===== config.mk =====
export PLATFORM = sky130hd
export DESIGN_NAME = ltssm_detect_ctrl
export DESIGN_NICKNAME = d
export VERILOG_FILES = /design/src/rtl/ltssm_pkg.sv /design/src/rtl/ltssm_timer.sv /design/src/rtl/ltssm_detect_ctrl.sv
export SDC_FILE = /design/constraint.sdc
export NUM_CORES = 1
export LEC_CHECK = 0
export CAP_MARGIN = 20
export CORE_ASPECT_RATIO = 1.2
export CORE_UTILIZATION = 60
export DETAILED_ROUTE_END_ITERATION = 16
export GPL_TIMING_DRIVEN = 1
export MAX_ROUTING_LAYER = met4
export PLACE_DENSITY = 0.85
export SLEW_MARGIN = 20
export SYNTH_ARGS = -nofsm -noshare
export SYNTH_HDL_FRONTEND = slang
export SYNTH_SLANG_ARGS = --single-unit

===== constraint.sdc =====
create_clock -name pclk -period 3.8 [get_ports pclk]
set_input_delay 0.95 -clock pclk [delete_from_list [all_inputs] [get_ports pclk]]
set_output_delay 0.95 -clock pclk [all_outputs]
set_load 0.02 [all_outputs]

===== src/rtl/ltssm_pkg.sv =====
// Shared LTSSM definitions: the substate codes seen by the PIPE control stage
// and the internal state encoding of the Detect front end.
package ltssm_pkg;

  localparam logic [4:0] SUB_DETECT_QUIET        = 5'd0;
  localparam logic [4:0] SUB_DETECT_ACTIVE       = 5'd1;
  localparam logic [4:0] SUB_POLLING_ACTIVE      = 5'd2;
  localparam logic [4:0] SUB_POLLING_COMPLIANCE  = 5'd3;
  localparam logic [4:0] SUB_POLLING_CONFIG      = 5'd4;
  localparam logic [4:0] SUB_CFG_LINKWIDTH_START = 5'd5;
  localparam logic [4:0] SUB_CFG_LINKWIDTH_ACC   = 5'd6;
  localparam logic [4:0] SUB_CFG_LANENUM_WAIT    = 5'd7;
  localparam logic [4:0] SUB_CFG_LANENUM_ACC     = 5'd8;
  localparam logic [4:0] SUB_CFG_COMPLETE        = 5'd9;
  localparam logic [4:0] SUB_CFG_IDLE            = 5'd10;
  localparam logic [4:0] SUB_L0                  = 5'd11;
  localparam logic [4:0] SUB_IDLE                = 5'd15;

  typedef enum logic [2:0] {
    S_IDLE,
    S_QUIET,
    S_REQ,
    S_WAIT,
    S_POLL
  } state_t;

  function automatic logic [4:0] substate_of(input state_t s);
    case (s)
      S_QUIET:        return SUB_DETECT_QUIET;
      S_REQ, S_WAIT:  return SUB_DETECT_ACTIVE;
      S_POLL:         return SUB_POLLING_ACTIVE;
      default:        return SUB_IDLE;
    endcase
  endfunction

endpackage


===== src/rtl/ltssm_timer.sv =====
// Loadable down-counter shared by the LTSSM state blocks; load beats
// decrement and the count parks at zero.
module ltssm_timer #(
  parameter int CNT_W = 20
) (
  input  logic             clk,
  input  logic             rst_n,
  input  logic             load,
  input  logic [CNT_W-1:0] load_val,
  input  logic             en,
  output logic             zero
);

  logic [CNT_W-1:0] count;

  always_ff @(posedge clk or negedge rst_n) begin
    if (!rst_n) begin
      count <= '0;
    end else if (load) begin
      count <= load_val;
    end else if (en && (count != '0)) begin
      count <= count - 1'b1;
    end
  end

  assign zero = (count == '0);

endmodule


===== src/rtl/ltssm_detect_ctrl.sv =====
// Detect front end of the LTSSM: Detect.Quiet -> Detect.Active -> Polling.Active
// with quiet/detect timeouts; all outputs registered from the next state.
module ltssm_detect_ctrl
  import ltssm_pkg::*;
#(
  parameter int number_of_lanes = 4,
  parameter int QUIET_CYCLES    = 300000,
  parameter int DETECT_TIMEOUT  = 1024,
  parameter int CNT_W           = 20
) (
  input  logic                       pclk,
  input  logic                       reset_n,
  input  logic                       link_enable,
  input  logic [number_of_lanes-1:0] RxElecIdle,
  input  logic                       Detect_status,
  output logic [4:0]                 substate,
  output logic                       ElecIdle_req,
  output logic                       Detect_req,
  output logic                       detect_done,
  output logic [7:0]                 detect_fail_cnt
);

  localparam logic [CNT_W-1:0] QUIET_LOAD  = CNT_W'(QUIET_CYCLES - 1);
  localparam logic [CNT_W-1:0] DETECT_LOAD = CNT_W'(DETECT_TIMEOUT - 1);

  state_t           state;
  state_t           state_next;
  logic             quiet_first;
  logic             rx_active;
  logic             tmr_load;
  logic [CNT_W-1:0] tmr_load_val;
  logic             tmr_en;
  logic             tmr_zero;
  logic             fail_inc;

  assign rx_active = ~&RxElecIdle;

  ltssm_timer #(.CNT_W(CNT_W)) u_timer (
    .clk      (pclk),
    .rst_n    (reset_n),
    .load     (tmr_load),
    .load_val (tmr_load_val),
    .en       (tmr_en),
    .zero     (tmr_zero)
  );

  always_comb begin
    state_next   = state;
    tmr_load     = 1'b0;
    tmr_load_val = '0;
    tmr_en       = 1'b0;
    fail_inc     = 1'b0;
    if (!link_enable) begin
      // Dropping the link clears the timer by loading zero.
      state_next = S_IDLE;
      tmr_load   = 1'b1;
    end else begin
      case (state)
        S_IDLE: begin
          state_next   = S_QUIET;
          tmr_load     = 1'b1;
          tmr_load_val = QUIET_LOAD;
        end
        S_QUIET: begin
          tmr_en = 1'b1;
          if (tmr_zero || (rx_active && !quiet_first)) state_next = S_REQ;
        end
        S_REQ: begin
          state_next   = S_WAIT;
          tmr_load     = 1'b1;
          tmr_load_val = DETECT_LOAD;
        end
        S_WAIT: begin
          tmr_en = 1'b1;
          if (Detect_status) begin
            state_next = S_POLL;
          end else if (tmr_zero) begin
            state_next   = S_QUIET;
            tmr_load     = 1'b1;
            tmr_load_val = QUIET_LOAD;
            fail_inc     = 1'b1;
          end
        end
        S_POLL:  state_next = S_POLL;
        default: state_next = S_IDLE;
      endcase
    end
  end

  always_ff @(posedge pclk or negedge reset_n) begin
    if (!reset_n) begin
      state           <= S_IDLE;
      quiet_first     <= 1'b0;
      substate        <= SUB_IDLE;
      ElecIdle_req    <= 1'b1;
      Detect_req      <= 1'b0;
      detect_done     <= 1'b0;
      detect_fail_cnt <= 8'd0;
    end else begin
      state        <= state_next;
      quiet_first  <= (state_next == S_QUIET) && (state != S_QUIET);
      substate     <= substate_of(state_next);
      ElecIdle_req <= (state_next != S_POLL);
      Detect_req   <= (state_next == S_REQ);
      detect_done  <= (state_next == S_POLL) && (state != S_POLL);
      if (fail_inc && (detect_fail_cnt != 8'hFF)) begin
        detect_fail_cnt <= detect_fail_cnt + 8'd1;
      end
    end
  end

endmodule


# After elaboration in Yosys (flattened, before gate mapping)

Index checks and enable logic that the tools add are counted.

$add $sub $neg: 2
Equal/unequal tests: 12
Mux-type cells: 20
Reduce and logical (&&, ||, !) cells: 16

Operators by type and width:

| cell                                                                   | count |
|---|---|
| 20-bit two-way mux                                                     | 3 |
| 19-bit one-hot mux with 3 select lines                                 | 1 |
| 19-bit two-way mux                                                     | 2 |
| 20-bit zero test                                                       | 1 |
| 20-bit nonzero test                                                    | 1 |
| 20-bit by 1-bit subtractor with 20-bit output (second input constant)  | 1 |
| 3-bit one-hot mux with 5 select lines                                  | 1 |
| 3-bit by 2-bit equality test with 1-bit output (second input constant) | 4 |
| 3-bit two-way mux                                                      | 4 |
| 4-bit one-hot mux with 3 select lines                                  | 1 |
| 8-bit by 1-bit adder with 8-bit output (second input constant)         | 1 |
| 8-bit != test (second input constant)                                  | 1 |
| 1-bit two-way mux                                                      | 7 |
| 3-bit by 1-bit equality test with 1-bit output (second input constant) | 2 |
| 3-bit equality test (second input constant)                            | 2 |
| 3-bit != test (second input constant)                                  | 2 |
| 2-bit OR reduction                                                     | 3 |
| 1-bit logical AND                                                      | 5 |
| 4-bit AND reduction                                                    | 1 |
| 3-bit zero test                                                        | 1 |
| 3-bit by 1-bit != test with 1-bit output (second input constant)       | 1 |
| 1-bit zero test                                                        | 2 |
| 1-bit one-hot mux with 2 select lines                                  | 1 |
| 2-bit nonzero test                                                     | 1 |
| 1-bit logical OR                                                       | 1 |

Input bits: 8
Bits in registers: 40
Logic and storage cells: 58
Output and inout bits: 16

# Longest topological paths before layout

Gate-level depths: netlist (run 1).

Word-level depth: 10
Mapped depth: 9
Depth with buffers taken out: 9

# Cells and area by module

From an unflattened synthesis (run 1), not the netlist that was laid out.

Cells, all modules: 249
Area total of the unflattened synthesis: 2,344.7 um^2

Modules (own cells, without submodules):

| module            | area an instance (um^2) | times used | seq. area each (um^2) | cells each |
|---|---|---|---|---|
| ltssm_timer       | 1,411.4                 | 1          | 500.5                 | 165 |
| ltssm_detect_ctrl | 933.4                   | 1          | 455.4                 | 84 |

# Worst setup path after synthesis (run 1)

OpenSTA, ideal clock, no wires.

Kind: input to register
From: input port Detect_status
To: register detect_fail_cnt[1]
Path slack: 1.444 ns
Arrival: 2.230 ns
Required time: 3.675 ns
Setup time: 0.125 ns
Buffers on the path: 0
Cell stages on the path: 5
Cells stage by stage: nand4bb_1 -> a41o_1 -> or3_4 -> or2_1 -> mux2_4

Word-level cells in the longest chain between the ends: 4

Ends and longest elaborated chain:

| element              | line                     | text |
|---|---|---|
| start, declared      | ltssm_detect_ctrl.sv:15  | `input logic Detect_status,` |
| 1-bit two-way mux    | ltssm_detect_ctrl.sv:75  | `if (Detect_status) begin` |
| 1-bit two-way mux    | ltssm_detect_ctrl.sv:58  | `case (state)` |
| 1-bit two-way mux    | ltssm_detect_ctrl.sv:53  | `if (!link_enable) begin` |
| 1-bit logical AND    | ltssm_detect_ctrl.sv:106 | `if (fail_inc && (detect_fail_cnt != 8'hFF)) begin` |
| end signal, assigned | ltssm_detect_ctrl.sv:107 | `detect_fail_cnt <= detect_fail_cnt + 8'd1;` |
| end, declared        | ltssm_detect_ctrl.sv:20  | `output logic [7:0] detect_fail_cnt` |

No other way between the ends.
A chain may end at the register's enable or synchronous reset.

# Worst setup path in the final report (run 1)

From: register u_timer.count[0]
To: register u_timer.count[1]

Word-level cells in the longest chain between the ends: 6
Elaborated cells between the ends (all ways): 15
Classes of those cells: add/sub (1); mux (10); reduce/logical (4)

Ends and longest elaborated chain:

| element                                                                                               | line              | text |
|---|---|---|
| start, declared                                                                                       | ltssm_timer.sv:14 | `logic [CNT_W-1:0] count;` |
| start signal, assigned                                                                                | ltssm_timer.sv:20 | `count <= load_val;` |
| start signal, assigned                                                                                | ltssm_timer.sv:22 | `count <= count - 1'b1;` |
| parallel branches: the longest is 6 deep, another holds 20-bit by 1-bit subtractor with 20-bit output | -                 |  |

Parallel ways; which one is timed is not known. The select of a mux whose other input is x is not followed.

==> results.toml, run 1 <==
[global_routing]
grt_pass1_wl_um = 7500
grt_start_max_net_pins = 39
grtUsageTotal_pct = 27.2
antenna_found_initial = 0
grt-ovfl-total = 0
grt_pass1_vias = 1667

[drt]
vias = 1749
drc = 0
dr.pass1.iters = 4
drtIter0Drc = 75
vias_per_cell = 6.43
wl_per_cell_um = 16.5
antenna_left = 0
wirelength_um = 4480

[synth]
ys.flop_type = "dfrtp_1"
synth_commonest_cells = "34 x dfrtp_1, 15 x nor2_1, 14 x nand2_1"
synth.area.top_cells = "dfrtp_1 41%, dfstp_2 5.0%, xor2_1 4.2%"
yosysWarningCount = 0
ys_types = 63
yosysSeqAreaShare_pct = 45.6
ys_ff_latch = 38
yosysTopAreaCell = "dfrtp_1"
async_flop_share_pct = 100
synth-edff-count = 0
synthCells = 213
synth_area_um2 = 2100
synth_top_area_share_pct = 40.6
synth.most_common_cell = "dfrtp_1"
syn_avg_cell_area_um2 = 9.84
syn-num-nets = 223

[sta]
period_share_pct = 71.0
slew_headroom_pct = 44.5
rsz0062_at_grt = "false"
setup_tns_ns = 0
setup_ws_ns = 1.10
finalHoldViolations = 0
drv_slew = 0
finalSetupViolCount = 0
worst_clock_skew_ns = 0.00355
post-route-min-period_ns = 2.70
worst_pin_slew_ns = 0.833
fmax_ghz = 0.370

[critical_path]
worstSetupEndpointType = "register"
cp_max_fo = 12
start_kind = "register"
worst_ep_arrival_time_ns = 2.92
worstSetupPathType = "register to register"
r2r_start = "u_timer.count[0]$_DFFE_PN0P_"
critPathRequiredTime_ns = 4.02
crit_start = "u_timer.count[0]$_DFFE_PN0P_"

[power_and_ir_drop]
power_mw = 0.999
p_leak_nw = 1.02
ir_drop_mv = 0.350
power_density_nw_per_um2 = 413

[placed_design]
portBuffers = 22
dp_hpwl_um = 3050
place_area_um2 = 2320
post-place-ws_ns = 0.897
place.gp.congestion = 0.831

[finish]
area_growth_pct = 15.4
drive_gt1_share_pct = 12.8
nets = 244
design_area_um2 = 2420
antenna_cells = 0

[clock_network]
postCtsHoldBufs = 0
numClockSinks = 38
cts-root-buf = "clkbuf_8"
cts_resized = 0
cts_buffers = 5
cts_setup_buffers = 0
insertion_delay_ns = 0.29
path_clk_slew_ns = 0.07
cts_tree = "done"
clk_path_buf_depth = 2
htree_levels = 2

[min_path]
hp-start = "detect_fail_cnt[7]$_DFFE_PN0P_"
min_path_type = "register to register"

[job]
max-cap-violations = 0

[floorplanning]
core_area_um2 = 3340
ios = 24
die_h_um = 66.7
num_rows = 23
die_area_um2 = 3730
start_util_pct = 62.8
die_x_um = 56.0

[run_status]
status = "complete, no violations"
cell type report:
type	count	area (um^2)
tap	37	46.3
timing repair buffer	24	230
clock inverter	2	12.5
multi-input combinational	157	1060
fill	238	920
sequential	38	956
inverter	8	30.0
clock buffer	6	82.6
kinds of logic after synthesis:
kind of cell / after synthesis / synth area share, %
buf+inv: 18 / 3.76
other cells: 1 / 0.179
xor+xnor: 15 / 6.27
compound gates: 57 / 18.9
flops: 38 / 45.6
simple gates: 80 / 22.8
fa+ha+maj: 2 / 1.19
mux: 2 / 1.25
state kept, by name, summed over array words and instances (netlist names):
name	count
quiet_first	1
detect_done	1
ElecIdle_req	1
u_timer.count	20
substate	3
detect_fail_cnt	8
Detect_req	1
state	3
path summary, 6_finish.rpt:
check | endpoint | slack [ns] | depth (start not counted)
worst max register to register | u_timer.count[1]$_DFFE_PN0P_ | 1.10 | 7
worst min-delay path | detect_fail_cnt[7]$_DFFE_PN0P_ | 0.50 | 1
worst max-delay path | u_timer.count[1]$_DFFE_PN0P_ | 1.10 | 7
worst min register to register | detect_fail_cnt[7]$_DFFE_PN0P_ | 0.50 | 1
max in group asynchronous | detect_fail_cnt[7]$_DFFE_PN0P_ | 2.53 | 1
min in group asynchronous | u_timer.count[5]$_DFFE_PN0P_ | 0.75 | 1
report_power, final:
part           switching, mW  total (mW)  internal [mW]
Combinational          0.139       0.233         0.0941
Sequential            0.0400       0.479          0.439
Clock                  0.142       0.287          0.146
Total                  0.321       0.999          0.679
worst max-delay path, cell delays in order (launching register included):
cell and delay (ns):
dfrtp_1 0.41, inv_1 0.11, ha_1 0.17, nor3b_2 0.42, nand2_1 0.40, o21ai_1 0.57
mux2_2 0.39, a21oi_1 0.14
cell usage in the layout, fill, tap and decap left out, drive strengths merged, types with 3 or more instances in the layout:
| master | instances |
|---|---|
| o21ai | 7 |
| or4 | 4 |
| xnor2 | 5 |
| and2 | 3 |
| and3 | 4 |
| nor2 | 15 |
| dfstp | 4 |
| nand3 | 7 |
| o211ai | 3 |
| nand2 | 14 |
| dfrtp | 34 |
| nor3 | 8 |
| xor2 | 10 |
| clkdlybuf4s50 | 21 |
| a41o | 3 |
| or2 | 4 |
| a21oi | 13 |
| buf | 3 |
| nand2b | 4 |
| clkbuf | 6 |
| nor4 | 6 |
| a31oi | 8 |
| inv | 7 |
metrics by stage:
step / std cells / utilization [%] / hold slack [ns]
floorplan: 213 / - / 0.474
global placement: 264 / 69.6 / 0.482
detailed placement: 264 / 69.6 / 0.494
CTS: 272 / 72.5 / 0.503
global route: 272 / 72.5 / 0.530
finish: 272 / 72.5 / 0.503
layer usage:
metal,track usage (%),wire [um],vias to the layer above,part of all wire (%)
met5,-,0,-,0
li1,-,-,832,-
met4,15.5,123,0,2.7
met2,42.2,2200,60,49
met3,5.44,240,12,5.4
met1,33.7,1910,845,43
(Power assumes the default switching activity.)
==> run 2, diff against run 1 <==
CORE_UTILIZATION = 50   (was 60)
PLACE_DENSITY = 0.75   (was 0.85)
clock period = 2.2 ns   (was 3.8 ns; I/O delays follow)
==> run 2 against run 1 <==
Setup slack worse by 0.97 ns. Sequential share of layout area is 5.4 points lower. Hold slack worse by 0.21 ns. Non-clock buffer count is 36 higher. Clock-buffer cell count is 1 lower. Clock power is 150% higher. Fmax is 31% higher. Cell count is 19% higher. Combinational power is 140% higher. Sequential power is 68% higher. Flip-flop and latch count stayed put. Largest power group unchanged. Highest routed layer unchanged.
==> results.toml, run 2 (synthesis results as in run 1) <==
[drt]
wl_met2_um = 2650
vias_per_cell = 5.81
dr.pass1.iters = 4
antenna_left = 0
drt-met1-wl_um = 2260
wirelength_um = 5210
routed.top_layer = "met4"
vias = 1889
drc = 0
drtIter0Drc = 90
wl_per_cell_um = 16.0
wl_met3_um = 214

[sta]
worst_pin_slew_ns = 0.507
finalSetupViolCount = 0
finalHoldViolations = 0
fmax_ghz = 0.484
drv_slew = 0
slew_headroom_pct = 65.9
post-route-min-period_ns = 2.07
period_share_pct = 94.0
worst_clock_skew_ns = 0.0107
rsz0062_at_grt = "false"
setup_tns_ns = 0

[floorplanning]
die_x_um = 61.1
ios = 24
num_rows = 25
die_area_um2 = 4460
start_util_pct = 52.8
core_area_um2 = 3970
die_h_um = 72.9

[finish]
design_area_um2 = 2800
nets = 280
area_growth_pct = 33.6
antenna_cells = 0
top_regs = "u_timer.count: 20 flops, detect_fail_cnt: 8 flops"
fillers = 310
regMostFlops = "u_timer.count"
drive_gt1_share_pct = 26.6
layout_common_cells = "37 x buf_4, 34 x dfrtp_1, 20 x clkdlybuf4s50_1"
multi_input_area_um2 = 1100
largest_reg_flops = 20
layout_commonest_cell = "buf_4"
register_area_um2 = 956

[clock_network]
clk_path_buf_depth = 2
cts-root-buf = "clkbuf_8"
numClockSinks = 38
cts_tree = "done"
cts_buffers = 5
insertion_delay_ns = 0.30
path_clk_slew_ns = 0.08
postCtsHoldBufs = 0
htree_levels = 2

[critical_path]
worstSetupEndpointType = "register"
reg2reg_setup_slack_ns = 0.13
worstSetupPathType = "register to register"
critPathRequiredTime_ns = 2.38
start_kind = "register"
cp_max_fo = 3
worst_ep_arrival_time_ns = 2.25

[placed_design]
portBuffers = 22
place.gp.congestion = 0.914
dp_hpwl_um = 3680
place_area_um2 = 2580

[job]
max-cap-violations = 0

[min_path]
min_path_type = "input pin to async pin"

[run_status]
status = "complete, no violations"

[global_routing]
antenna_found_initial = 0
grtUsageTotal_pct = 26.4
grt_pass1_vias = 1870
grt_start_max_net_pins = 39
grt_pass1_wl_um = 8470
grt-ovfl-total = 0

[power_and_ir_drop]
p_leak_nw = 1.23
power_density_nw_per_um2 = 739
ir_drop_mv = 0.482
-- run 2: cell type report --
class,count,area share [%]
clock buffers,5,2.46
clock inverters,3,2.46
inverters,8,1.07
multi-input cells,157,39.4
flip-flops and latches,38,34.1
well taps,54,2.41
repair buffers,60,18.1
-- run 2: per-stage QoR --
step / hold slack, ns / total power [mW] / setup WS, ns / utilization (%) / cells
after CTS: 0.310 / 2.05 / 0.0261 / 68.5 / 321
after global routing: 0.340 / 2.16 / 0.000425 / 70.5 / 325
final: 0.293 / 2.07 / 0.132 / 70.5 / 325
after global placement: 0.482 / 1.32 / -0.241 / 65.1 / 313
after detailed placement: 0.486 / 1.34 / -0.283 / 65.1 / 313
after floorplan: 0.254 / 1.11 / 0.104 / - / 213
-- run 2: critical path, stage by stage (launching register included) --
cell	delay [ns]
dfrtp_1	0.40
nor4_2	0.43
nand3_2	0.17
or3_4	0.42
or2_4	0.25
mux2_4	0.29
-- run 2: final timing paths --
kind / from / end / cells past startpoint
worst max-delay path: u_timer.count[14]$_DFFE_PN0P_ / detect_fail_cnt[1]$_DFFE_PN0P_ / 5
worst min-delay path: reset_n / detect_fail_cnt[6]$_DFFE_PN0P_ / 2
worst max register to register: u_timer.count[14]$_DFFE_PN0P_ / detect_fail_cnt[1]$_DFFE_PN0P_ / 5
worst min register to register: detect_fail_cnt[5]$_DFFE_PN0P_ / detect_fail_cnt[5]$_DFFE_PN0P_ / 1
max in group asynchronous: reset_n / substate[0]$_DFF_PN1_ / 2
min in group pclk: detect_fail_cnt[5]$_DFFE_PN0P_ / detect_fail_cnt[5]$_DFFE_PN0P_ / 1
-- run 2: power by group --
group          switching (mW)  internal [mW]
Combinational           0.298          0.255
Sequential             0.0473          0.759
Clock                   0.256          0.454
Total                   0.601           1.47
-- run 2: what timing repair did --
action / in CTS / in global routing
buffers inserted: 0 / 4
setup endpoints to repair: 0 / 11
resized for setup: 0 / 12
-- run 2: per-layer routing --
layer,GRT usage (%),up-vias
met5,-,-
met1,32.5,921
met3,4.96,10
met2,42.6,51
li1,-,907
met4,9.34,0
